`src/rtl/muldiv_pkg.sv`:
```
// Shared constants and types for the iterative RV32M multiply/divide unit.
package muldiv_pkg;

    localparam int unsigned XLEN     = 32;
    localparam int unsigned TAG_W    = 5;
    localparam int unsigned ITER_CNT = 32;
    localparam int unsigned CNT_W    = 5;

    // RV32M funct3 encodings
    localparam logic [2:0] OP_MUL    = 3'b000;
    localparam logic [2:0] OP_MULH   = 3'b001;
    localparam logic [2:0] OP_MULHSU = 3'b010;
    localparam logic [2:0] OP_MULHU  = 3'b011;
    localparam logic [2:0] OP_DIV    = 3'b100;
    localparam logic [2:0] OP_DIVU   = 3'b101;
    localparam logic [2:0] OP_REM    = 3'b110;
    localparam logic [2:0] OP_REMU   = 3'b111;

    localparam logic [XLEN-1:0] INT_MIN = {1'b1, {(XLEN-1){1'b0}}};

    typedef enum logic [1:0] {
        ST_IDLE = 2'd0,
        ST_CALC = 2'd1,
        ST_DONE = 2'd2
    } state_e;

endpackage

```
`src/rtl/muldiv_unit_if.sv`:
```
// Request/response channel between the execute stage and the mul/div unit.
interface muldiv_unit_if;
    import muldiv_pkg::*;

    logic              in_valid;
    logic              in_ready;
    logic [2:0]        in_op;
    logic [XLEN-1:0]   in_a;
    logic [XLEN-1:0]   in_b;
    logic [TAG_W-1:0]  in_tag;
    logic              kill;
    logic              out_valid;
    logic              out_ready;
    logic [XLEN-1:0]   out_result;
    logic [TAG_W-1:0]  out_tag;

    modport master (
        output in_valid, in_op, in_a, in_b, in_tag, kill, out_ready,
        input  in_ready, out_valid, out_result, out_tag
    );

    modport slave (
        input  in_valid, in_op, in_a, in_b, in_tag, kill, out_ready,
        output in_ready, out_valid, out_result, out_tag
    );

endinterface

```
`src/rtl/muldiv_unit.sv`:
```
// Iterative RV32M multiply/divide: 32 radix-2 steps on operand magnitudes,
// sign fix-up on the last step, div-by-zero / overflow resolved at accept.
module muldiv_unit
    import muldiv_pkg::*;
(
    input  logic         clk,
    input  logic         rst_n,
    muldiv_unit_if.slave bus
);

    function automatic logic [XLEN-1:0] neg_w(input logic [XLEN-1:0] v);
        return ~v + XLEN'(1);
    endfunction

    function automatic logic [2*XLEN-1:0] neg_x(input logic [2*XLEN-1:0] v);
        return ~v + (2*XLEN)'(1);
    endfunction

    state_e              state_q;
    logic [CNT_W-1:0]    cnt_q;
    logic [2:0]          op_q;
    logic [TAG_W-1:0]    tag_q;
    logic                neg_q;
    logic [XLEN-1:0]     opb_q;
    logic [2*XLEN-1:0]   acc_q;
    logic [XLEN-1:0]     result_q;
    logic                in_ready_q;
    logic                out_valid_q;

    logic                a_neg, b_neg, neg_d, special_d;
    logic [XLEN-1:0]     a_mag, b_mag, special_res_d;
    logic [XLEN:0]       mul_sum;
    logic [XLEN+1:0]     div_trial;
    logic [2*XLEN-1:0]   step_d, prod_fix;
    logic [XLEN-1:0]     quo_fix, rem_fix, result_d;
    logic                unused_trial_bit;

    // Accept-side decode: operand magnitudes, result sign, special cases
    always_comb begin
        logic a_signed, b_signed, is_div, div_zero, sig_ovf;
        a_signed = (bus.in_op == OP_MULH) || (bus.in_op == OP_MULHSU) ||
                   (bus.in_op == OP_DIV)  || (bus.in_op == OP_REM);
        b_signed = (bus.in_op == OP_MULH) || (bus.in_op == OP_DIV) ||
                   (bus.in_op == OP_REM);
        a_neg    = a_signed && bus.in_a[XLEN-1];
        b_neg    = b_signed && bus.in_b[XLEN-1];
        a_mag    = a_neg ? neg_w(bus.in_a) : bus.in_a;
        b_mag    = b_neg ? neg_w(bus.in_b) : bus.in_b;
        neg_d    = (bus.in_op == OP_REM) ? a_neg : (a_neg ^ b_neg);
        is_div   = bus.in_op[2];
        div_zero = is_div && (bus.in_b == '0);
        sig_ovf  = ((bus.in_op == OP_DIV) || (bus.in_op == OP_REM)) &&
                   (bus.in_a == INT_MIN) && (bus.in_b == '1);
        special_d     = div_zero || sig_ovf;
        special_res_d = '1;
        if (div_zero) begin
            special_res_d = bus.in_op[1] ? bus.in_a : '1;
        end else if (sig_ovf) begin
            special_res_d = bus.in_op[1] ? '0 : INT_MIN;
        end
    end

    // One shift-add or restoring-divide step, plus final sign fix-up
    always_comb begin
        mul_sum   = {1'b0, acc_q[2*XLEN-1:XLEN]} + {1'b0, opb_q};
        div_trial = {1'b0, acc_q[2*XLEN-1:XLEN-1]} - {2'b00, opb_q};
        unused_trial_bit = div_trial[XLEN];
        if (op_q[2]) begin
            if (!div_trial[XLEN+1]) begin
                step_d = {div_trial[XLEN-1:0], acc_q[XLEN-2:0], 1'b1};
            end else begin
                step_d = {acc_q[2*XLEN-2:0], 1'b0};
            end
        end else if (acc_q[0]) begin
            step_d = {mul_sum, acc_q[XLEN-1:1]};
        end else begin
            step_d = {1'b0, acc_q[2*XLEN-1:1]};
        end
        prod_fix = neg_q ? neg_x(step_d) : step_d;
        quo_fix  = neg_q ? neg_w(step_d[XLEN-1:0]) : step_d[XLEN-1:0];
        rem_fix  = neg_q ? neg_w(step_d[2*XLEN-1:XLEN]) : step_d[2*XLEN-1:XLEN];
        if (op_q == OP_MUL) begin
            result_d = prod_fix[XLEN-1:0];
        end else if (!op_q[2]) begin
            result_d = prod_fix[2*XLEN-1:XLEN];
        end else if (!op_q[1]) begin
            result_d = quo_fix;
        end else begin
            result_d = rem_fix;
        end
    end

    // Control FSM and datapath registers; kill beats both accept and handshake
    always_ff @(posedge clk or negedge rst_n) begin
        if (!rst_n) begin
            state_q     <= ST_IDLE;
            cnt_q       <= '0;
            op_q        <= '0;
            tag_q       <= '0;
            neg_q       <= 1'b0;
            opb_q       <= '0;
            acc_q       <= '0;
            result_q    <= '0;
            in_ready_q  <= 1'b1;
            out_valid_q <= 1'b0;
        end else begin
            unique case (state_q)
                ST_IDLE: begin
                    if (bus.in_valid && !bus.kill) begin
                        op_q       <= bus.in_op;
                        tag_q      <= bus.in_tag;
                        neg_q      <= neg_d;
                        opb_q      <= b_mag;
                        acc_q      <= {{XLEN{1'b0}}, a_mag};
                        cnt_q      <= '0;
                        in_ready_q <= 1'b0;
                        if (special_d) begin
                            result_q    <= special_res_d;
                            out_valid_q <= 1'b1;
                            state_q     <= ST_DONE;
                        end else begin
                            state_q <= ST_CALC;
                        end
                    end
                end
                ST_CALC: begin
                    if (bus.kill) begin
                        state_q    <= ST_IDLE;
                        in_ready_q <= 1'b1;
                    end else begin
                        acc_q <= step_d;
                        cnt_q <= cnt_q + CNT_W'(1);
                        if (cnt_q == CNT_W'(ITER_CNT - 1)) begin
                            result_q    <= result_d;
                            out_valid_q <= 1'b1;
                            state_q     <= ST_DONE;
                        end
                    end
                end
                ST_DONE: begin
                    if (bus.kill || bus.out_ready) begin
                        state_q     <= ST_IDLE;
                        out_valid_q <= 1'b0;
                        in_ready_q  <= 1'b1;
                    end
                end
                default: begin
                    state_q     <= ST_IDLE;
                    out_valid_q <= 1'b0;
                    in_ready_q  <= 1'b1;
                end
            endcase
        end
    end

    assign bus.in_ready   = in_ready_q;
    assign bus.out_valid  = out_valid_q;
    assign bus.out_result = result_q;
    assign bus.out_tag    = tag_q;

endmodule

```
`src/flat_wrapper.sv`:
```
// flat-port wrapper written by rule: the top's interface ports become plain ports
module muldiv_unit_flat import muldiv_pkg::*;
  (clk, rst_n, bus_in_valid, bus_in_op, bus_in_a, bus_in_b, bus_in_tag, bus_kill, bus_out_ready, bus_in_ready, bus_out_valid, bus_out_result, bus_out_tag);
  muldiv_unit_if bus_i ();
  input  logic clk;
  input  logic rst_n;
  input wire logic [$bits(bus_i.in_valid)-1:0] bus_in_valid;
  input wire logic [$bits(bus_i.in_op)-1:0] bus_in_op;
  input wire logic [$bits(bus_i.in_a)-1:0] bus_in_a;
  input wire logic [$bits(bus_i.in_b)-1:0] bus_in_b;
  input wire logic [$bits(bus_i.in_tag)-1:0] bus_in_tag;
  input wire logic [$bits(bus_i.kill)-1:0] bus_kill;
  input wire logic [$bits(bus_i.out_ready)-1:0] bus_out_ready;
  output wire logic [$bits(bus_i.in_ready)-1:0] bus_in_ready;
  output wire logic [$bits(bus_i.out_valid)-1:0] bus_out_valid;
  output wire logic [$bits(bus_i.out_result)-1:0] bus_out_result;
  output wire logic [$bits(bus_i.out_tag)-1:0] bus_out_tag;
  assign bus_i.in_valid = bus_in_valid;
  assign bus_i.in_op = bus_in_op;
  assign bus_i.in_a = bus_in_a;
  assign bus_i.in_b = bus_in_b;
  assign bus_i.in_tag = bus_in_tag;
  assign bus_i.kill = bus_kill;
  assign bus_i.out_ready = bus_out_ready;
  assign bus_in_ready = bus_i.in_ready;
  assign bus_out_valid = bus_i.out_valid;
  assign bus_out_result = bus_i.out_result;
  assign bus_out_tag = bus_i.out_tag;
  muldiv_unit u_core (.clk(clk), .rst_n(rst_n), .bus(bus_i));
endmodule
```
`config.mk`:
```
export PLATFORM = sky130hd
export DESIGN_NAME = muldiv_unit_flat
export DESIGN_NICKNAME = d
export VERILOG_FILES = /design/src/rtl/muldiv_pkg.sv /design/src/rtl/muldiv_unit_if.sv /design/src/rtl/muldiv_unit.sv /design/src/flat_wrapper.sv
export SDC_FILE = /design/constraint.sdc
export NUM_CORES = 1
export LEC_CHECK = 0
export CAP_MARGIN = 20
export CORE_ASPECT_RATIO = 0.8
export CORE_MARGIN = 10
export CORE_UTILIZATION = 40
export DETAILED_ROUTE_END_ITERATION = 8
export GPL_TIMING_DRIVEN = 0
export HOLD_SLACK_MARGIN = 0.08
export SYNTH_ARGS = -nofsm -noshare
export SYNTH_HDL_FRONTEND = slang
export SYNTH_SLANG_ARGS = --single-unit
export TNS_END_PERCENT = 5
```
`constraint.sdc`:
```
create_clock -name clk -period 7.5 [get_ports clk]
set_input_delay 1.5 -clock clk [delete_from_list [all_inputs] [get_ports clk]]
set_output_delay 1.5 -clock clk [all_outputs]
set_load 0.01 [all_outputs]
```
# [Word-level counts from Yosys, hierarchy flattened]
# Cells that the tools add are included.
[word_totals] ff_bits=146 input_bits=77 out_inout_bits=39
[classes] addsub=8 eq_ne=16 n_mux=43 bitwise_logic=6 n_reduce_logical=25
[ops] op="two-way mux 32 bit" count=15
[ops] op="two-way mux 64 bit" count=6
[ops] op="adder 32 x 1 -> 32 bit, second input constant" count=4
[ops] op="inverter 32 bit" count=4
[ops] op="one-hot mux 64 bit (2 select lines)" count=1
[ops] op="adder 64 x 1 -> 64 bit, second input constant" count=1
[ops] op="equality test 32 bit, second input constant" count=2
[ops] op="inverter 64 bit" count=1
[ops] op="one-hot mux 32 bit (2 select lines)" count=1
[ops] op="subtractor 33 x 32 -> 34 bit" count=1
[ops] op="adder 32 x 32 -> 33 bit" count=1
[ops] op="zero test 32 bit" count=1
[ops] op="two-way mux 2 bit" count=5
[ops] op="two-way mux 5 bit" count=2
[ops] op="one-hot mux 5 bit (2 select lines)" count=1
[ops] op="AND reduction 5 bit" count=2
[ops] op="two-way mux 1 bit" count=9
[ops] op="AND reduction 3 bit" count=3
[ops] op="logical OR 1 bit" count=8
[ops] op="!= test 2 x 1 -> 1 bit, second input constant" count=4
[ops] op="equality test 3 bit, second input constant" count=2
[ops] op="logical AND 1 bit" count=6
[ops] op="one-hot mux 1 bit (3 select lines)" count=2
[ops] op="one-hot mux 2 bit (3 select lines)" count=1
[ops] op="other kinds (14)" count=15

# [Longest topological paths before layout]
# Gate-level depths: netlist (run 1).
[depth] ltp_word=12 mapped_depth=23

# [Worst setup path before layout (run 1)]
# Ideal clock, no wire load.
[synth_path] path_kind="register -> register" startpoint="reg u_core.op_q[2]" endpoint="reg u_core.result_q[26] (netlist: u_core.bus.out_result[26])" setup_ns=0.094 arrival_time_ns=5.122 slack_ns=2.284 stages_incl_launch_ff=20 period_less_slack_ns=5.216 cell_sequence="dfrtp_1 buf_6 clkbuf_1 clkbuf_1 clkbuf_1 buf_1 clkbuf_1 mux2_2 inv_1 ha_1 nor3b_1 o211ai_1 nor4_1 nand3_1 or2_2 or2_2 o41ai_1 o32a_1 mux2i_1 a211oi_1"
[synth_via] elab_chain_cells=10 elab_cells_between_ends=17 classes_between="add/sub (3); mux (10); bitwise (3); reduce/logical (1)"
[synth_rtl] element="start: declaration" line="muldiv_unit.sv:21" rtl="logic [2:0] op_q;"
[synth_rtl] element="start signal: assignment" line="muldiv_unit.sv:110" rtl="op_q <= bus.in_op;"
[synth_rtl] element="two-way mux 64 bit" line="muldiv_unit.sv:68" rtl="if (op_q[2]) begin"
[synth_rtl] element="inverter 32 bit" line="muldiv_unit.sv:12" rtl="return ~v + XLEN'(1);"
[synth_rtl] element="adder 32 x 1 -> 32 bit" line="muldiv_unit.sv:12"
[synth_rtl] element="two-way mux 32 bit, on equally long branches" line="muldiv_unit.sv:80, muldiv_unit.sv:81"
[synth_rtl] element="two-way mux 32 bit" line="muldiv_unit.sv:86" rtl="end else if (!op_q[1]) begin"
[synth_rtl] element="two-way mux 32 bit" line="muldiv_unit.sv:84" rtl="end else if (!op_q[2]) begin"
[synth_rtl] element="two-way mux 32 bit (*)" line="muldiv_unit.sv:82" rtl="if (op_q == OP_MUL) begin"
[synth_rtl] element="two-way mux 32 bit (*)" line="muldiv_unit.sv:133" rtl="if (cnt_q == CNT_W'(ITER_CNT - 1)) begin"
[synth_rtl] element="two-way mux 32 bit (*)" line="muldiv_unit.sv:127" rtl="if (bus.kill) begin"
[synth_rtl] element="one-hot mux 32 bit (2 select lines) (*)" line="muldiv_unit.sv:107" rtl="unique case (state_q)"
[synth_rtl] element="end signal: assignment" line="muldiv_unit.sv:118" rtl="result_q <= special_res_d;"
[synth_rtl] element="end signal: assignment" line="muldiv_unit.sv:134" rtl="result_q <= result_d;"
[synth_rtl] element="end: declaration" line="muldiv_unit.sv:26" rtl="logic [XLEN-1:0] result_q;"
# Mark *: on every way between the ends. The rest lies on a longest branch, timed or not. The select of a mux whose other input is x is not followed.
# A chain may end at the register's enable or synchronous reset.

# [Worst setup path in the final report (run 1)]
[layout_path] startpoint="reg u_core.op_q[2]" endpoint="reg u_core.result_q[2] (netlist: u_core.bus.out_result[2])"
# The elaborated chain is that of the path after synthesis.

==> flow_summary_export.csv, run 1 <==
group,metric,value,unit
status,run_status,"complete, no violations",
global_route,grt_use_total,0.300,
drt,vias,18600,
drt,drtAntennaViolNets,0,
logic_synthesis,synthXorXnorAreaFrac,0.0786,
setup_path,worstPathMaxFanout,19,
drt,totalWireLength,76500,um
placement,place_congestion,1.00,
clock_tree,clk_pin_slew_worst_paths,70,ps
placement,dp_slack,-777,ps
drt,wl_per_cell,26.5,um
global_route,grt_max_degree,88,
clock_tree,cts_setup_buffers,0,
setup_path,max_stage_delay,760,ps
setup_path,cp.arrival,7510,ps
setup_path,worstReg2RegEnd,"u_core.bus.out_result[2]",
pwr,peakVddDrop,0.197,mV
logic_synthesis,yosys.area_share.adder,0.0570,
setup_path,r2r_slack,360,ps
global_route,grt_overflow,0,
timing,worst_pin_slew,1140,ps
setup_path,reg2reg_from,"u_core.op_q[2]",
clock_tree,root_buffer,"clkbuf_16",
timing,setup_viol,0,
placement,dp.cells,2852,
setup_path,setup.worst_path.start,"u_core.op_q[2]",
logic_synthesis,synth_warnings,0,
clock_tree,cts.sinks,146,
placement,dpl-instance-area,0.0181,mm^2
drt,drc,0,
logic_synthesis,synth_area_leaders,"dfrtp_1, a21oi_1, nand2_1, ha_1, nor2_1",
floorplanning,num_rows,66,
final_layout,multiInputGateArea,0.0116,mm^2
final_layout,fillers,4169,
clock_tree,htreeDepth,4,
logic_synthesis,synth_top_area_frac,0.223,
timing,timing.final.crit_share,0.951,
final_layout,final_cell_mix,"nand2_1, nor2_1, a21oi_1, o21ai_0, dfrtp_1",
drt,via_per_inst,6.45,
drt,drtPass1Iterations,6,
logic_synthesis,synth_top_family_by_area,"compound AO/OA/AOI/OAI gates",
setup_path,critical_path_class,"reg2reg",
floorplanning,initial_core_util,0.402,
final_layout,finish.utilization,0.462,
global_route,antenna_found_initial,0,
setup_path,startpoint_type,"flop",
logic_synthesis,yosysUniqueCellTypes,114,
job,drv_cap,0,
logic_synthesis,synth_seq_cells,146,
setup_path,endpoint,"u_core.bus.out_result[2]",
logic_synthesis,syn_nets,2343,
floorplanning,die_h,200,um
pwr,p_per_area,404,mW/mm^2
placement,numPortBuffers,113,
logic_synthesis,async_flop_share,1.00,
clock_tree,cts_buffers,17,
final_layout,num-nets-final,2476,
global_route,grt_pass1_vias,17100,
logic_synthesis,syn_area_per_cell,7.42,um^2
floorplanning,die_w,246,um
timing,fmax,0.140,GHz
setup_path,cp_data_required_time,7870,ps
timing,rsz0062_at_grt,"no",
logic_synthesis,synth_edf_count,0,
final_layout,stdcell_count,2883,
drt,drt_iter0_markers,2407,
timing,fin_tns_setup,0,ps
setup_path,ff2ff_path_depth,19,
logic_synthesis,synth_compound_area_frac,0.311,
setup_path,slowest_stage,"nor3_1",
logic_synthesis,yosysTopAreaCell,"dfrtp_1",
logic_synthesis,synth_seq_area_share,0.225,
floorplanning,dieArea,0.0492,mm^2
pwr,power.total,7.55,mW
logic_synthesis,synthFlopType,"dfrtp_1",
clock_tree,cts_max_path_buffers,2,
timing,hold_viol_final,0,
timing,fin_skew,25.0,ps
clock_tree,clk_latency,470,ps
timing,maxSlewHeadroom,0.241,
final_layout,seq_area,0.00365,mm^2
final_layout,diodes,0,
logic_synthesis,syn-cell-area,0.0163,mm^2
clock_tree,cts_tree,"built",
placement,post-dp-hpwl,61900,um
setup_path,path_cells,"buf_6 > clkbuf_2 > buf_1 > clkbuf_2 > mux2_2 > inv_1 > ha_1 > nor3b_1 > o211ai_1 > nor4_1 > nand3_1 > nor2_1 > nand2_1 > nand2_1 > xnor2_1 > a22o_1 > nor3_1 > a31oi_1 > o21ai_0",
setup_path,end_kind,"flop",
timing,period_needed,7140,ps
timing,whs,491,ps
timing,setup_ws,364,ps
final_layout,area_growth,14.8,%
global_route,grt_pass1_wl,112000,um
logic_synthesis,synthesis.instances,2193,
pwr,leakagePower,7.52,nW
logic_synthesis,synth-simple-area-share,0.228,
floorplanning,coreArea,0.0405,mm^2
final_layout,final_common_cell,"nand2_1",
final_layout,final_area,0.0187,mm^2
logic_synthesis,synth_mux_area_frac,0.0406,
min_path,hold_path_class,"reg2reg",
floorplanning,pin_count,116,
final_layout,layout-drive-gt1-share,0.0752,
timing,drv_slew,0,
cell families (layout without fill, tap and decap cells):
logic type,Yosys count,count (layout)
xor gates and xnor gates,146,146
and+or+nand+nor,784,784
adders and majority gates,73,73
DFF,146,146
AOI/OAI and AO/OA,764,764
buffers and inverters,217,363
muxes,63,63
routing by layer:
metal | up-vias | share of wire | GRT usage | routed length [um]
li1 | 8361 | - | - | -
met1 | 9068 | 0.46 | 0.444 | 35400
met2 | 1058 | 0.39 | 0.402 | 29900
met3 | 93 | 0.13 | 0.104 | 9660
met4 | 2 | 0.019 | 0.0687 | 1480
met5 | - | 0.00071 | 0.00912 | 54
worst min path at each step:
stage                     depth (start not counted)  slack [ps]                         to                       from
after floorplan                                   2         460            u_core.cnt_q[4]            u_core.cnt_q[4]
after global placement                            2         460  u_core.bus.out_result[11]  u_core.bus.out_result[11]
after detailed placement                          2         480       u_core.bus.out_valid       u_core.bus.out_valid
after CTS                                         2         500       u_core.bus.out_valid       u_core.bus.out_valid
after global routing                              1         530      u_core.bus.out_tag[1]      u_core.bus.out_tag[1]
final                                             2         490  u_core.bus.out_result[11]  u_core.bus.out_result[11]
synthesized netlist by cell type, drive strengths merged (36+ instances only):
master	n
inv	78
nor2	236
nor3	53
mux2i	39
ha	71
a21oi	232
nand2	248
o21ai	176
a211oi	36
xor2	53
dfrtp	145
nand4	44
clkbuf	108
xnor2	93
nand3	37
cell type report:
class                      instances  area share
clock inverter                    14     0.00683
buffer                           137      0.0363
sequential                       146       0.196
multi-input combinational       1830       0.623
tap                              544      0.0364
clock buffer                      18      0.0235
inverter                          78      0.0157
timing repair buffer             116      0.0626
state kept, by name (all words and copies together) (netlist names), 2 cells and up:
register / cells
u_core.acc_q: 64
u_core.bus.out_result: 32
u_core.opb_q: 32
u_core.bus.out_tag: 5
u_core.cnt_q: 5
u_core.op_q: 3
u_core.state_q: 2
timing repair:
action | CTS | global route
hold buffers | 0 | 0
resized for setup | 1 | 2
cloned | 0 | 0
setup endpoints to repair | 14 | 3
endpoints found under the hold margin | 0 | 0
critical path: cells and delay by family (launching register included):
kind / cells / cell delay (ps)
AND/OR/NAND/NOR: 7 / 2850
buffers and inverters: 5 / 2190
AO/OA/AOI/OAI: 4 / 920
multiplexers: 1 / 440
flip-flops: 1 / 340
adder cells (fa/ha/maj): 1 / 190
XOR/XNOR: 1 / 80
where the power goes:
group,switching (mW),internal [mW]
combinational,3.48,1.89
sequential,0.348,0.971
clock,0.398,0.469
Power figures use the tool's default switching activity.
==> run 2, diff against run 1 <==
CORE_ASPECT_RATIO = not set   (was 0.8)
==> flow_summary_export.csv, run 2 (synthesis results as in run 1) <==
group,metric,value,unit
timing,fin_tns_setup,0,ps
final_layout,final_area,0.0187,mm^2
timing,rsz0062_at_grt,"no",
final_layout,finish.utilization,0.468,
floorplanning,die_h,222,um
global_route,grt_overflow,0,
status,run_status,"complete, but fails checks",
placement,place_congestion,1.02,
setup_path,max_stage_delay,620,ps
drt,drc,0,
final_layout,final_cell_mix,"nand2_1, nor2_1, a21oi_1, o21ai_0, dfrtp_1",
placement,post-dp-hpwl,66700,um
min_path,hold_path_class,"reg2reg",
floorplanning,coreArea,0.0400,mm^2
timing,maxSlewHeadroom,-0.0171,
global_route,grt_pass1_vias,17500,
drt,drtPass1Iterations,7,
clock_tree,cts_max_path_buffers,2,
floorplanning,dieArea,0.0492,mm^2
drt,wl_per_cell,29.0,um
final_layout,layout-drive-gt1-share,0.0739,
clock_tree,htreeDepth,4,
drt,drtAntennaViolNets,0,
status,violations,"slew limit",
global_route,grt_max_degree,94,
setup_path,path_buf_inv,6,
timing,worst_pin_slew,1530,ps
timing,timing.final.crit_share,0.917,
timing,setup_viol,0,
setup_path,path_cells,"buf_6 > clkbuf_1 > clkbuf_2 > buf_1 > clkbuf_1 > mux2_2 > inv_1 > ha_1 > nor3b_1 > o211ai_1 > nor4_2 > nand3_1 > or2_2 > or2_2 > o21ai_0 > xnor2_1 > a21oi_1 > a221o_1",
pwr,leakagePower,7.54,nW
final_layout,area_growth,15.0,%
setup_path,worstPathMaxFanout,18,
final_layout,largest_register_ffs,64,
final_layout,fillers,4143,
setup_path,path_delay_family,"buffers and inverters",
clock_tree,clk_latency,470,ps
floorplanning,initial_core_util,0.407,
drt,vias,18900,
timing,fin_skew,15.9,ps
pwr,power.total,8.06,mW
timing,hold_viol_final,0,
setup_path,end_kind,"flop",
clock_tree,cts_setup_buffers,0,
clock_tree,clk_pin_slew_worst_paths,70,ps
setup_path,startpoint_type,"flop",
final_layout,top_register,"u_core.acc_q",
floorplanning,pin_count,116,
placement,dp.cells,2833,
timing,fmax,0.145,GHz
setup_path,cp.arrival,7210,ps
global_route,antenna_found_initial,0,
clock_tree,cts_tree,"built",
pwr,peakVddDrop,0.196,mV
clock_tree,root_buffer,"clkbuf_16",
final_layout,stdcell_count,2866,
drt,drt_iter0_markers,2394,
drt,via_per_inst,6.59,
global_route,grt_pass1_wl,120000,um
floorplanning,die_w,222,um
placement,numPortBuffers,113,
placement,dpl-instance-area,0.0181,mm^2
final_layout,final_common_cell,"nand2_1",
clock_tree,cts.sinks,146,
global_route,grt_use_total,0.324,
setup_path,cp_data_required_time,7840,ps
timing,period_needed,6870,ps
pwr,p_per_area,431,mW/mm^2
setup_path,critical_path_class,"reg2reg",
clock_tree,cts_buffers,17,
timing,drv_slew,9,
floorplanning,num_rows,73,
final_layout,num-nets-final,2478,
setup_path,slowest_stage,"clkbuf_1",
drt,totalWireLength,83100,um
job,drv_cap,0,
## run 2: cell types whose count changed in the layout (fill, tap and decap cells not counted), moves of 2 or more
cell,previous run,this run
clkbuf_4,2,4
clkbuf_2,7,5
clkinv_2,4,1
clkinv_4,0,3
clkinvlp_4,3,1
inv_6,5,3
clkbuf_1,93,98
bufinv_16,1,3
## run 2: metal layers
layer	GRT usage	part of all wire	vias to the layer above
met5	0	0.00037	-
met4	0.122	0.038	2
met3	0.107	0.12	151
met2	0.451	0.40	1088
met1	0.449	0.44	9251
li1	-	-	8389
## run 2: metrics by stage
step / hold slack, ps / setup slack (ps)
after floorplan: 456 / 2280
after global placement: 467 / -1420
after detailed placement: 466 / -155
after CTS: 494 / 66.2
after global routing: 524 / 415
final: 489 / 626
## run 2: worst register-to-register path, delay by kind of cell (launching register included)
kind	cells	cell delay, ps
compound gates	4	1040
xor+xnor	1	250
flops	1	340
fa+ha+maj	1	180
simple gates	5	1950
buf+inv	6	2530
mux	1	460
## run 2: power breakdown
part | switching, mW | internal, mW
clock network | 0.394 | 0.525
registers | 0.450 | 0.969
logic | 3.83 | 1.90
## run 2: layout make-up
cell class,count,area (um^2),area share
buffer,138,681,0.0364
inverter,78,293,0.0156
sequential,146,3650,0.195
tap,525,657,0.0351
clock buffer,20,437,0.0233
timing repair buffer,117,1190,0.0634
clock inverter,11,155,0.00829
antenna,1,2.50,0.000134
multi-input combinational,1830,11700,0.623
## run 2: repair_timing
| action | CTS | global route |
|---|---|---|
| setup endpoints to repair | 3 | 7 |
| endpoints found under the hold margin | 0 | 0 |
| resized for setup | 1 | 2 |
| hold buffers | 0 | 0 |
| pin swaps | 0 | 0 |
| gates cloned | 0 | 0 |
## run 2: final timing paths
path | cells past startpoint | slack (ps) | startpoint | end
hold / removal | 2 | 490 | u_core.bus.out_valid | u_core.bus.out_valid
min in group asynchronous | 1 | 1020 | rst_n | u_core.bus.out_result[9]
max in group asynchronous | 2 | 5570 | rst_n | u_core.opb_q[10]
setup reg to reg | 18 | 630 | u_core.op_q[2] | u_core.bus.out_result[8]
hold reg to reg | 2 | 490 | u_core.bus.out_valid | u_core.bus.out_valid
setup / recovery | 18 | 630 | u_core.op_q[2] | u_core.bus.out_result[8]
